`src/rtl/idct_fsm.sv`:
```
// Sequencer for the inverse 2-D transform: column IDCT, transpose load/unload, row IDCT, output burst.
// Latency: start sampled at edge 0 -> done high 2*IDCT_DELAY + 2*TRANS_DELAY + OUT_BEATS + 1 cycles later (+ stalls).
// Backpressure: out_valid holds through out_ready-low cycles; the beat counter advances only on handshakes.
//
// Ports:
//   clk, rst (async, active-high) | start, out_ready (in)
//   load_1idct, load_trans, unload_trans, load_2idct, out_valid, busy, done (out, registered)
// Build option: define IDCT_START_QUEUE_EN to latch one start request seen while busy
// and chain it back-to-back from DONE into ONE_IDCT.
module idct_fsm #(
  parameter int IDCT_DELAY  = 8,
  parameter int TRANS_DELAY = 32,
  parameter int OUT_BEATS   = 8
) (
  input  logic clk,
  input  logic rst,
  input  logic start,
  input  logic out_ready,
  output logic load_1idct,
  output logic load_trans,
  output logic unload_trans,
  output logic load_2idct,
  output logic out_valid,
  output logic busy,
  output logic done
);

  typedef enum logic [2:0] {
    S_IDLE         = 3'd0,
    S_ONE_IDCT     = 3'd1,
    S_LOAD_TRANS   = 3'd2,
    S_UNLOAD_TRANS = 3'd3,
    S_TWO_IDCT     = 3'd4,
    S_OUTPUT       = 3'd5,
    S_DONE         = 3'd6
  } state_t;

  localparam logic [6:0] IDCT_LAST  = 7'(IDCT_DELAY - 1);
  localparam logic [6:0] TRANS_LAST = 7'(TRANS_DELAY - 1);
  localparam logic [6:0] OUT_LAST   = 7'(OUT_BEATS - 1);

  state_t     state_q, state_d;
  logic [6:0] cnt_q, cnt_d;

  logic load_1idct_q, load_trans_q, unload_trans_q, load_2idct_q;
  logic out_valid_q, busy_q, done_q;

`ifdef IDCT_START_QUEUE_EN
  logic pend_q, pend_d;
`endif

  // Next-state and counter
  always_comb begin
    state_d = state_q;
    cnt_d   = cnt_q;

    case (state_q)
      S_IDLE:         if (start) state_d = S_ONE_IDCT;
      S_ONE_IDCT:     if (cnt_q == IDCT_LAST) state_d = S_LOAD_TRANS;
      S_LOAD_TRANS:   if (cnt_q == TRANS_LAST) state_d = S_UNLOAD_TRANS;
      S_UNLOAD_TRANS: if (cnt_q == TRANS_LAST) state_d = S_TWO_IDCT;
      S_TWO_IDCT:     if (cnt_q == IDCT_LAST) state_d = S_OUTPUT;
      S_OUTPUT:       if (out_ready && (cnt_q == OUT_LAST)) state_d = S_DONE;
      S_DONE: begin
`ifdef IDCT_START_QUEUE_EN
        if (pend_q || start) state_d = S_ONE_IDCT;
        else                 state_d = S_IDLE;
`else
        state_d = S_IDLE;
`endif
      end
      default:        state_d = S_IDLE;  // illegal encoding recovers
    endcase

    if (state_d != state_q) begin
      cnt_d = 7'd0;
    end else begin
      case (state_q)
        S_ONE_IDCT, S_LOAD_TRANS, S_UNLOAD_TRANS, S_TWO_IDCT: cnt_d = cnt_q + 7'd1;
        // out_valid is high throughout OUTPUT, so out_ready alone marks a handshake
        S_OUTPUT: if (out_ready) cnt_d = cnt_q + 7'd1;
        default:  cnt_d = cnt_q;
      endcase
    end
  end

`ifdef IDCT_START_QUEUE_EN
  // One-deep start queue; a request taken directly from DONE consumes the slot
  always_comb begin
    pend_d = pend_q;
    if ((state_q == S_DONE) && (state_d == S_ONE_IDCT)) pend_d = 1'b0;
    else if (busy_q && start)                           pend_d = 1'b1;
  end
`endif

  // State, counter and registered Moore outputs (decoded from next state so
  // each output flop matches the state it belongs to)
  always_ff @(posedge clk or posedge rst) begin
    if (rst) begin
      state_q        <= S_IDLE;
      cnt_q          <= 7'd0;
      load_1idct_q   <= 1'b0;
      load_trans_q   <= 1'b0;
      unload_trans_q <= 1'b0;
      load_2idct_q   <= 1'b0;
      out_valid_q    <= 1'b0;
      busy_q         <= 1'b0;
      done_q         <= 1'b0;
`ifdef IDCT_START_QUEUE_EN
      pend_q         <= 1'b0;
`endif
    end else begin
      state_q        <= state_d;
      cnt_q          <= cnt_d;
      load_1idct_q   <= (state_d == S_ONE_IDCT) || (state_d == S_LOAD_TRANS);
      load_trans_q   <= (state_d == S_LOAD_TRANS);
      unload_trans_q <= (state_d == S_UNLOAD_TRANS);
      load_2idct_q   <= (state_d == S_UNLOAD_TRANS) || (state_d == S_TWO_IDCT);
      out_valid_q    <= (state_d == S_OUTPUT);
      busy_q         <= (state_d != S_IDLE);
      done_q         <= (state_d == S_DONE);
`ifdef IDCT_START_QUEUE_EN
      pend_q         <= pend_d;
`endif
    end
  end

  assign load_1idct   = load_1idct_q;
  assign load_trans   = load_trans_q;
  assign unload_trans = unload_trans_q;
  assign load_2idct   = load_2idct_q;
  assign out_valid    = out_valid_q;
  assign busy         = busy_q;
  assign done         = done_q;

endmodule

```
`config.mk`:
```
export PLATFORM = sky130hd
export DESIGN_NAME = idct_fsm
export DESIGN_NICKNAME = d
export VERILOG_FILES = /design/src/rtl/idct_fsm.sv
export SDC_FILE = /design/constraint.sdc
export NUM_CORES = 1
export LEC_CHECK = 0
export CORE_UTILIZATION = 30
export CTS_CLUSTER_SIZE = 25
export DETAILED_ROUTE_END_ITERATION = 8
export DONT_BUFFER_PORTS = 1
export HOLD_SLACK_MARGIN = 0.05
export PLACE_DENSITY_LB_ADDON = 0.12
export REMOVE_ABC_BUFFERS = 1
export SLEW_MARGIN = 20
export SYNTH_ARGS = -nofsm -noshare
export SYNTH_HDL_FRONTEND = slang
export SYNTH_SLANG_ARGS = --single-unit
```
`constraint.sdc`:
```
create_clock -name clk -period 2.5 [get_ports clk]
set_input_delay 0.375 -clock clk [delete_from_list [all_inputs] [get_ports clk]]
set_output_delay 0.375 -clock clk [all_outputs]
set_load 0.005 [all_outputs]
```
**Word level (Yosys, flattened, before mapping)**

Cells that the tools add are included.

- Muxes and demuxes: 10
- Equal/unequal tests: 15
- Add/subtract/negate cells: 1
- Reductions and logical operators: 8

Operators with widths:

| cell | number |
|---|---|
| $mux 3 | 6 |
| $pmux 3 s6 | 1 |
| $eq 3x3->1 const B | 5 |
| $mux 7 | 2 |
| $pmux 7 s2 | 1 |
| $eq 3x2->1 const B | 4 |
| $add 7x1->7 const B | 1 |
| $eq 7x3->1 const B | 1 |
| $eq 7x5->1 const B | 1 |
| $eq 3x1->1 const B | 2 |
| $reduce_bool 3->1 | 2 |
| $reduce_or 4->1 | 1 |
| $logic_not 3->1 | 1 |
| $ne 3x3->1 | 1 |
| $ne 3x3->1 const B | 1 |
| $logic_or 1x1->1 | 2 |
| $reduce_and 2->1 | 1 |
| $logic_and 1x1->1 | 1 |

- Register bits after elaboration: 17

**Longest topological paths before layout**

Gate-level depths: netlist of the first run.

- Word-level depth: 7
- Gate-level depth with buffers: 6

**Worst setup path before layout of the first run**

Ideal clock, no wire load.

- Kind: register to register
- Start point: register cnt_q[0]
- End point: register cnt_q[4]
- Data arrival time: 1579 ps
- Library setup time: 94 ps
- Cell stages (with the launch flop): 7
- Required time: 2406 ps
- Path slack: 828 ps
- Buffers on the path: 1
- Cell sequence: dfrtp_1 ha_1 nor3b_1 buf_4 a41oi_1 o32ai_4 a211oi_1

- Cells in the longest elaborated chain, start to end: 7
- Elaborated cells between the ends (all ways): 17

Ends and longest elaborated chain:

| item | RTL line | RTL |
|---|---|---|
| start, declared | 43 | `logic [6:0] cnt_q, cnt_d;` |
| start signal, assigned | 114 | `cnt_q <= cnt_d;` |
| $eq 7x3->1 | 59, 62, 63 |  |
| $logic_and 1x1->1 | 63 | `S_OUTPUT: if (out_ready && (cnt_q == OUT_LAST)) state_d = S_DONE;` |
| $mux 3 | 63 |  |
| $pmux 3 s6 | 57 | `case (state_q)` |
| $ne 3x3->1 | 75 | `if (state_d != state_q) begin` |
| $ne 3x3->1 (no source line) / $reduce_bool 3->1 (equally long branches) | -- |  |
| $reduce_and 2->1 (no source line) | -- |  |

Several ways; a longest one is shown, not always the timed one. The select of a mux whose other input is x is not followed.
A chain may end at the register's enable or synchronous reset.

**Worst setup path after layout of the first run**

- Start point: register cnt_q[0]
- End point: register cnt_q[5]

The elaborated chain is that of the path after synthesis.

==> results.md, run 1 <==
* Post-synth EDFFs at 0
* Die Span Y at ~60 um
* Worst Reg-to-Reg Cells at 6
* Drt total wl at 2.182 mm
* Met1 Use GR at 19.76%
* Leakage at about 0.42 nW
* Placed cell area at around 1000 sq um
* Antenna violations before repair at 0
* Largest net degree at the start of global routing at 18
* Worst Path Arrival at 2080 ps
* Final Critical Period at 1886 ps
* Least-Margin Pin Slew at 653.3 ps
* Total die area at around 3600 sq um
* Worst path required time at 2700 ps
* I/O pin count at 11
* HPWL after DPL at 1.590 mm
* DR pass1 iterations at 4
* RSZ-0062 raised after global routing: false
* Max FO, Critical Path at 11
* Post-Synthesis Cells at 97
* Global route overflow at 0
* Dominant cells by area after synthesis: dfrtp_1 (42%), nand3_1 (3.5%), a211oi_1 (3.0%), o32ai_4 (2.7%), o41ai_4 (2.7%)
* Nets at 104
* Fmax at 530.1 MHz
* DR WL/cell at 15.37 um
* Met3 Use GR at 4.329%
* Crit share post-route at 75.46%
* Clock Root Buffer: clkbuf_4
* Vias at 785
* Die extent in x at 59.98 um
* Design area at between 1000 and 1500 sq um
* Post-cts sizing count at 0
* CP endpoint kind: flop
* Relative slew slack at 56.40%
* N_diodes at 0
* Primary FF master, synth: dfrtp_1
* Cell taking the most area after synthesis: dfrtp_1
* Worst reg2reg endpoint: cnt_q[5]
* Worst vdd ir at 0.4350 mV
* Longest Clk Path Bufs at 2
* Final setup violation count at 0
* Setup slack, reg-to-reg at 610 ps
* Final count of pins violating max slew at 0
* Post-synth top cells: dfrtp_1 (17), nand3_1 (7), nand2_1 (6)
* Routability congestion estimate at 0.8141
* Post-route setup TNS at 0 ps
* Share of the synthesized area in the top cell type at 42.18%
* Final hold slack at 48.82 ps
* Hold-fix buffers at CTS at 0
* Worst reg2reg startpoint: cnt_q[0]
* Max Cap Viol at 0
* Standard-cell row count at 20
* H-tree levels at 1
* Clock Skew at 4.086 ps
* Seq/Total Area, Yosys at 42.18%
* # clock sinks at 17
* Synth Cell Area at 1008 sq um
* Layout area overhead at 5.707%
* Starting DRT DRC Count at 43
* Share of cells above drive strength 1 at 18.37%
* Met2 Use GR at about 21%
* Critical Path Source Type: flop
* Cts bufs inserted at 3
* Most used routing layer: met2
* Worst-path clk slew at about 100 ps
* Critical-path cell list: ha_1 -> nor3b_1 -> buf_4 -> a311oi_1 -> o32ai_4 -> a211oi_1
* # Post-CTS Setup Buffers at 0
* Final ANT Viol Nets at 0
* Min-delay worst type: input port to async pin
* Yosys warning total at 0
* CTS tree: done
* Asr flop ratio synth at between 90% and 100%
* FF+latch count, synth at 17
* Final Hold Viols at 0
* Most common cell in the netlist: dfrtp_1
* Synthesized area per cell at 10.40 sq um
* Core region area at roughly 3100 sq um
* DRC at 0
* I/O Buffers at 0
* Distinct cell type count after synthesis at 44
* Clock Latency Late Sink at 290 ps
* Crit path max-delay cell type: dfrtp_1
* Initial Utilization at about a third
* Power density over cell area at 967.1 nW/um^2
* Vias per cell at approximately 5.5
* Status: complete, no violations
* Crit Path Category: flop to flop
* First-pass GRT wire length at approximately 3.7 mm
* Vias in the first global route at 743
* Crit-path max cell delay at ~430 ps
* GRT Overall Usage at 13.95%
-- critical path, delay by kind of cell, from the launching register on --
kind / cells / cell delay [ps]
and+or+nand+nor: 1 / 140
AOI/OAI and AO/OA: 3 / 830
buffers and inverters: 1 / 170
DFF: 1 / 430
adders and majority gates: 1 / 230
-- report_power, final --
group          total, mW  leakage, nW  switching, mW  internal, mW
Sequential         0.439        0.214         0.0956         0.343
Clock              0.148       0.0177         0.0882        0.0594
Combinational      0.444        0.185          0.263         0.181
-- cell families after synthesis --
group | count (synthesis) | share of synthesized area (%)
buf+inv | 11 | 6.700
compound gates | 31 | 26.43
flops | 17 | 42.18
fa+ha+maj | 1 | 1.240
mux | 1 | 0.9926
xor+xnor | 1 | 0.8686
simple gates | 35 | 21.59
-- placed cells by master, fill, tap and decap left out, drive strengths merged, types with 3 or more instances in the layout --
cell	count
dfrtp	17
nand3	7
nand2	7
inv	6
o21ai	6
a21oi	5
a211oi	5
nor3	4
nor3b	4
or3	3
clkbuf	3
-- state kept, by name (all words and copies together), names as in the netlist --
name / count
state_q: 3
done: 1
unload_trans: 1
load_1idct: 1
busy: 1
load_2idct: 1
cnt_q: 7
load_trans: 1
out_valid: 1
-- routing by layer --
metal  part of all wire [%]  up-vias
met5                      0        -
met4                   0.60        0
met3                    4.4        2
met2                     47       23
met1                     48      388
li1                       -      372
-- stage by stage --
stage | power (mW) | setup slack (ps) | util (%) | instances
final | 1.031 | 613.5 | 34.08 | 142
after global routing | 1.129 | 451.1 | 34.08 | 142
after CTS | 1.041 | 581.3 | 34.08 | 142
after detailed placement | 0.8853 | 614.0 | 33.20 | 138
after global placement | 0.8859 | 618.4 | 33.20 | 138
after floorplan | 0.7672 | 404.8 | - | 92
-- worst max-delay path by stage --
stage                     startpoint  depth (start not counted)        to  slack [ps]
final                       cnt_q[0]                          6  cnt_q[5]         610
after global routing        cnt_q[0]                          6  cnt_q[5]         450
after CTS                   cnt_q[0]                          6  cnt_q[5]         580
after detailed placement    cnt_q[0]                          6  cnt_q[5]         610
after global placement      cnt_q[0]                          6  cnt_q[5]         620
after floorplan             cnt_q[0]                          5  cnt_q[0]         400
-- cell type report --
type	instances	area (sq um)
fill	321	2062
multi-input combinational	69	515.5
sequential	17	425.4
tap	44	55.05
inverter	6	27.53
clock buffer	3	22.52
timing repair buffer	2	15.01
clock inverter	1	5.005
No activity file was read; power rests on OpenSTA's default activity.
==> run 2, diff against run 1 <==
==> constraint.sdc (replaced) <==
create_clock -name clk -period 1.8 [get_ports clk]
set_input_delay 0.27 -clock clk [delete_from_list [all_inputs] [get_ports clk]]
set_output_delay 0.27 -clock clk [all_outputs]
set_load 0.005 [all_outputs]
==> run 2 against run 1 <==
  * Utilization rose by 5.7 points
  * Combinational power increased by 110%
  * Clock skew is 6.6 ps higher
  * Die area unchanged
  * Non-clock buffer count is 13 higher
  * Highest routed layer unchanged
  * Hold slack better by 180 ps
  * Setup slack worse by 530 ps
==> results.md, run 2 (synthesis results as in run 1) <==
* Min-delay worst type: input port to flop
* Total die area at 3598 sq um (unchanged)
* Vias in the first global route at 768 (+3.4%)
* Leakage at 0.4987 nW (+20%)
* I/O pin count at 11 (unchanged)
* Reg area at 425.4 sq um (unchanged)
* Clock Skew at 10.70 ps (+6.610 ps)
* Max reg flops at 7 (unchanged)
* # clock sinks at 17 (unchanged)
* Max Cap Viol at 0 (unchanged)
* First-pass GRT wire length at 3.884 mm (+4.8%)
* Clock Root Buffer: clkbuf_4
* Nets at 117 (+13%)
* Multi-input logic area at 579.3 sq um (+12%)
* N_diodes at 0 (unchanged)
* Final core occ at 39.80% (+5.7 points)
* DR pass1 iterations at 5 (+1)
* Most common cell after layout, fill and taps aside: dfrtp_1
* Final count of pins violating max slew at 0 (unchanged)
* CP endpoint kind: flop
* HPWL after DPL at 1.705 mm (+7.2%)
* Share of cells above drive strength 1 at 36.04% (+18 points)
* Worst-path clk slew at 120 ps (+20 ps)
* Cts bufs inserted at 3 (unchanged)
* Relative slew slack at 56.02% (-0.38 points)
* Final ANT Viol Nets at 0 (unchanged)
* I/O Buffers at 0 (unchanged)
* Vias per cell at 5.458 (-1.3%)
* Commonest non-fill, non-tap cells in the layout: dfrtp_1 (17), buf_4 (12), nand3_1 (6), nand2_1 (6)
* Status: complete, no violations
* DR WL/cell at 15.13 um (-1.5%)
* RSZ-0062 raised after global routing: false
* Crit. Startpoint: cnt_q[1]
* Worst reg2reg startpoint: cnt_q[1]
* Largest net degree at the start of global routing at 18 (unchanged)
* Clock Latency Late Sink at 300 ps (about the same)
* Max FO, Critical Path at 7 (-4)
* Setup slack, reg-to-reg at 80 ps (-530 ps)
* Standard-cell row count at 20 (unchanged)
* Regs by FF count: cnt_q x7, state_q x3
* Routability congestion estimate at 0.8054 (-1.1%)
* Setup ws final at 79.74 ps (-533.8 ps)
* Least-Margin Pin Slew at 659.0 ps (+5.665 ps)
* Final setup violation count at 0 (unchanged)
* Final Critical Period at 1720 ps (-166.2 ps)
* DRC at 0 (unchanged)
* Layout area overhead at 23.45%
* Crit Path Category: flop to flop
* Worst Path Arrival at 1930 ps (-150 ps)
* Worst path required time at 2010 ps (-690 ps)
* Die Span Y at 59.98 um (unchanged)
* HP Start: out_ready
* Vias at 846 (+7.8%)
* Drt total wl at 2.345 mm (+7.5%)
* Final Hold Viols at 0 (unchanged)
* Die extent in x at 59.98 um (unchanged)
* Register bank with the most flops: cnt_q
* CTS tree: done
* Fmax at 581.3 MHz (+9.7%)
* Global route overflow at 0 (unchanged)
* Power density over cell area at 1366 nW/um^2 (+41%)
* Pre-CTS WS at 14.49 ps (-599.5 ps)
* Filler cell count at 312 (-2.8%)
* Antenna violations before repair at 0 (unchanged)
* Longest Clk Path Bufs at 2 (unchanged)
* Initial Utilization at 32.24% (unchanged)
* Crit share post-route at 95.57% (+20 points)
* Worst vdd ir at 0.7715 mV (+77%)
* GRT Overall Usage at 14.64% (+0.69 points)
* Critical Path Source Type: flop
* Core region area at 3128 sq um (unchanged)
* Starting DRT DRC Count at 6 (-86%)
* H-tree levels at 1 (unchanged)
-- run 2: cell count changes in the layout (fill, tap and decap cells not counted), moves of 2 or more --
cell,before,now
buf_4,2,12
nor3_1,4,2
nor3b_2,0,2
a211oi_2,1,3
a211oi_1,4,2
nor3_2,0,2
dlygate4sd3_1,0,2
nor3b_1,3,1
-- run 2: stage by stage --
| step | setup TNS, ps | hold WS [ps] | instances | area [sq um] | power [mW] |
|---|---|---|---|---|---|
| after floorplan | -2408 | 196.1 | 92 | 968.4 | 1.066 |
| after global placement | 0 | 284.3 | 148 | 1114 | 1.353 |
| after detailed placement | 0 | 296.3 | 148 | 1114 | 1.351 |
| after CTS | 0 | 52.44 | 153 | 1159 | 1.588 |
| after global routing | 0 | 215.5 | 155 | 1245 | 1.826 |
| final | 0 | 226.8 | 155 | 1245 | 1.701 |
-- run 2: cell type report --
cell class,instances,area share [%]
repair buffers,15,10.45
flip-flops and latches,17,34.17
inverters,6,2.211
clock inverters,1,0.4020
multi-input cells,69,46.53
clock buffers,3,1.809
well taps,44,4.422
-- run 2: power breakdown --
group	switching, mW	total, mW	leakage, nW	internal, mW
clock	0.134	0.217	0.0177	0.0828
combinational	0.489	0.911	0.267	0.422
sequential	0.0960	0.573	0.214	0.477
-- run 2: path summary, 6_finish.rpt --
check,endpoint,depth (start not counted)
setup reg to reg,cnt_q[2],7
min in group asynchronous,cnt_q[4],2
max in group asynchronous,cnt_q[3],2
hold / removal,out_valid,2
hold reg to reg,cnt_q[6],2
setup / recovery,cnt_q[2],7
-- run 2: routing by layer --
layer / up-vias / share of wire (%) / GRT usage (%) / routed length, um
li1: 402 / - / - / -
met1: 419 / 48 / 20.53 / 1129
met2: 21 / 47 / 22.06 / 1099
met3: 4 / 4.3 / 4.762 / 100
met4: 0 / 0.64 / 2.658 / 15
met5: - / 0 / 0 / 0
-- run 2: what timing repair did --
action | 4_1_cts | 5_1_grt
hold buffers | 1 | 1
hold endpoints to repair | 17 | 1
setup buffers | 0 | 2
gates resized for setup | 1 | 11
setup endpoints to repair | 1 | 9
pin swaps | 0 | 3
-- run 2: critical path, cell delays in order, from the launching register on --
cell and delay, ps:
dfrtp_1 400, ha_2 190, nor3b_2 150, buf_4 160
a311oi_2 280, o32ai_4 150, buf_12 160, a211oi_1 160
==> run 3, diff against run 2 <==
--- a/config.mk
+++ b/config.mk
@@ -11,7 +11,6 @@
 export DONT_BUFFER_PORTS = 1
 export HOLD_SLACK_MARGIN = 0.05
 export PLACE_DENSITY_LB_ADDON = 0.12
-export REMOVE_ABC_BUFFERS = 1
 export SLEW_MARGIN = 20
 export SYNTH_ARGS = -nofsm -noshare
 export SYNTH_HDL_FRONTEND = slang
==> run 3 against run 2 <==
  * Wire length rose by 8.3%
  * Count of clock-buffer cells in the layout rose by 1
  * Fmax shrank 3.2%
  * First-iteration DRC count rose to 6.7 times the previous value
  * Non-clock buffer count grew 3
  * Cell count increased by 1.9%
  * Hold slack lost 140 ps
  * Register-to-register slack worse by 60 ps
  * Clock skew shrank 8.7 ps
  * Highest routed layer unchanged
==> results.md, run 3 (synthesis results as in run 1) <==
* Status: complete, no violations
* N_diodes at 0 (unchanged)
* CP endpoint kind: flop
* Worst-path clk slew at 100 ps (-20 ps)
* # clock sinks at 17 (unchanged)
* Antenna violations before repair at 0 (unchanged)
* DR pass1 iterations at 4 (-1)
* Regs by FF count: cnt_q x7, state_q x3
* Max Cap Viol at 0 (unchanged)
* HPWL after DPL at 1.683 mm (-1.3%)
* Cts bufs inserted at 3 (unchanged)
* Final Hold Viols at 0 (unchanged)
* Min-delay worst type: input port to flop
* Vias per cell at 5.424 (-0.62%)
* Max FO, Critical Path at 6 (-1)
* Clock Root Buffer: clkbuf_4
* Final count of pins violating max slew at 0 (unchanged)
* Filler cell count at 311 (-0.32%)
* Register bank with the most flops: cnt_q
* Inst Count DP at 148 (unchanged)
* Sw Ratio at 42.19% (-0.069 points)
* Relative slew slack at 56.01% (about the same)
* Int Power at 1.012 mW (+3.1%)
* Initial Utilization at 32.24% (unchanged)
* Mapped Nets at 102
* Sw power at 738.6 uW (+2.8%)
* Final setup violation count at 0 (unchanged)
* H-tree levels at 1 (unchanged)
* Standard-cell row count at 20 (unchanged)
* Placed cell area at 1114 sq um (unchanged)
* Fmax at 562.8 MHz (-3.2%)
* Die Span Y at 59.98 um (unchanged)
* Nets at 120 (+2.6%)
* Clock Skew at 1.954 ps (-8.741 ps)
* Post-Layout Cell Count at 158 (+1.9%)
* Worst Path Arrival at 1950 ps (+20 ps)
* GRT Overall Usage at 14.76% (+0.12 points)
* Vias in the first global route at 811 (+5.6%)
* Crit Path Category: flop to flop
* DRC at 0 (unchanged)
* Clk pwr share at 11.8% (-0.9 points)
* Starting DRT DRC Count at 40 (+34)
* I/O Buffers at 0 (unchanged)
* Crit share post-route at 98.72% (+3.1 points)
* Routability congestion estimate at 0.8264 (+2.6%)
* Vias at 857 (+1.3%)
* Total die area at 3598 sq um (unchanged)
* Drt total wl at 2.539 mm (+8.3%)
* Layout area overhead at 25.43%
* Gate power share at 55.6% (+2.0 points)
* Leakage at 0.5110 nW (+2.5%)
* Core region area at 3128 sq um (unchanged)
* CTS tree: done
* Final Critical Period at 1777 ps (+56.64 ps)
* Share of cells above drive strength 1 at 36.84% (+0.81 points)
* Final ANT Viol Nets at 0 (unchanged)
* Max reg flops at 7 (unchanged)
* Most common cell after layout, fill and taps aside: dfrtp_1
* Worst vdd ir at 0.7470 mV (-3.2%)
* DR WL/cell at 16.07 um (+6.2%)
* Flop pwr share at 32.6% (-1.1 points)
* Clock Latency Late Sink at 290 ps (about the same)
* Critical Path Source Type: flop
* Power density over cell area at 1384 nW/um^2 (+1.3%)
* Least-Margin Pin Slew at 659.2 ps (+0.2124 ps)
* RSZ-0062 raised after global routing: true
* Worst path required time at 1970 ps (-40 ps)
* Post-route setup TNS at 0 ps (unchanged)
* First-pass GRT wire length at 3.891 mm (+0.18%)
* Design area at 1265 sq um (+1.6%)
* Commonest non-fill, non-tap cells in the layout: dfrtp_1 (17), buf_4 (15), nand3_1 (7), nand2_1 (6)
* I/O pin count at 11 (unchanged)
* Die extent in x at 59.98 um (unchanged)
* Global route overflow at 0 (unchanged)
* Longest Clk Path Bufs at 2 (unchanged)
* Largest net degree at the start of global routing at 18 (unchanged)
run 3: metal layers:
layer / wire [um] / track usage (%) / vias to the layer above
met2: 1225 / 23.33 / 12
li1: - / - / 408
met5: 0 / 0 / -
met4: 19 / 4.651 / 0
met3: 91 / 4.978 / 2
met1: 1202 / 18.86 / 435
run 3: what timing repair did:
item,in CTS,in global routing
hold buffers,1,0
endpoints found under the hold margin,17,0
pin swaps,0,5
resized for setup,1,13
endpoints found under the setup margin,1,8
buffers inserted,0,6
run 3: per-stage QoR:
stage / util, % / hold WS, ps / total power [mW] / setup slack (ps)
after global routing: 40.44 / 66.68 / 1.881 / -57.70
final: 40.44 / 86.10 / 1.751 / 23.10
after CTS: 37.00 / 67.49 / 1.580 / 6.824
after global placement: 35.60 / 292.5 / 1.334 / 55.23
after detailed placement: 35.60 / 299.8 / 1.345 / 13.56
after floorplan: - / 196.1 / 1.128 / 127.5
run 3: area by class of cell:
type,count,area [sq um],share of cell area (%)
sequential,17,425.4,33.63
clock buffer,4,26.28,2.077
timing repair buffer,18,145.1,11.47
inverter,6,27.53,2.176
multi-input combinational,69,585.6,46.29
tap,44,55.05,4.352
run 3: power by group through the flow:
stage | clock, mW | sequential, mW | combinational [mW]
floorplan | 0 | 0.555 | 0.573
global placement | 0 | 0.570 | 0.764
detailed placement | 0 | 0.575 | 0.770
CTS | 0.228 | 0.568 | 0.785
global route | 0.239 | 0.583 | 1.06
finish | 0.206 | 0.571 | 0.974
run 3: path summary, 6_finish.rpt:
kind | from | end | slack, ps | cells past startpoint
max | cnt_q[1] | cnt_q[3] | 20 | 8
min | out_ready | done | 90 | 2
max reg2reg | cnt_q[1] | cnt_q[3] | 20 | 8
min reg2reg | cnt_q[6] | cnt_q[6] | 620 | 2
max in group asynchronous | rst | cnt_q[2] | 880 | 2
min in group asynchronous | rst | busy | 510 | 2
run 3: critical path, stage by stage (launching register included):
cell,delay (ps)
dfrtp_1,370
ha_2,180
nor3b_2,150
buf_4,170
a311oi_2,90
buf_4,150
o32ai_4,290
buf_4,210
a211oi_2,50
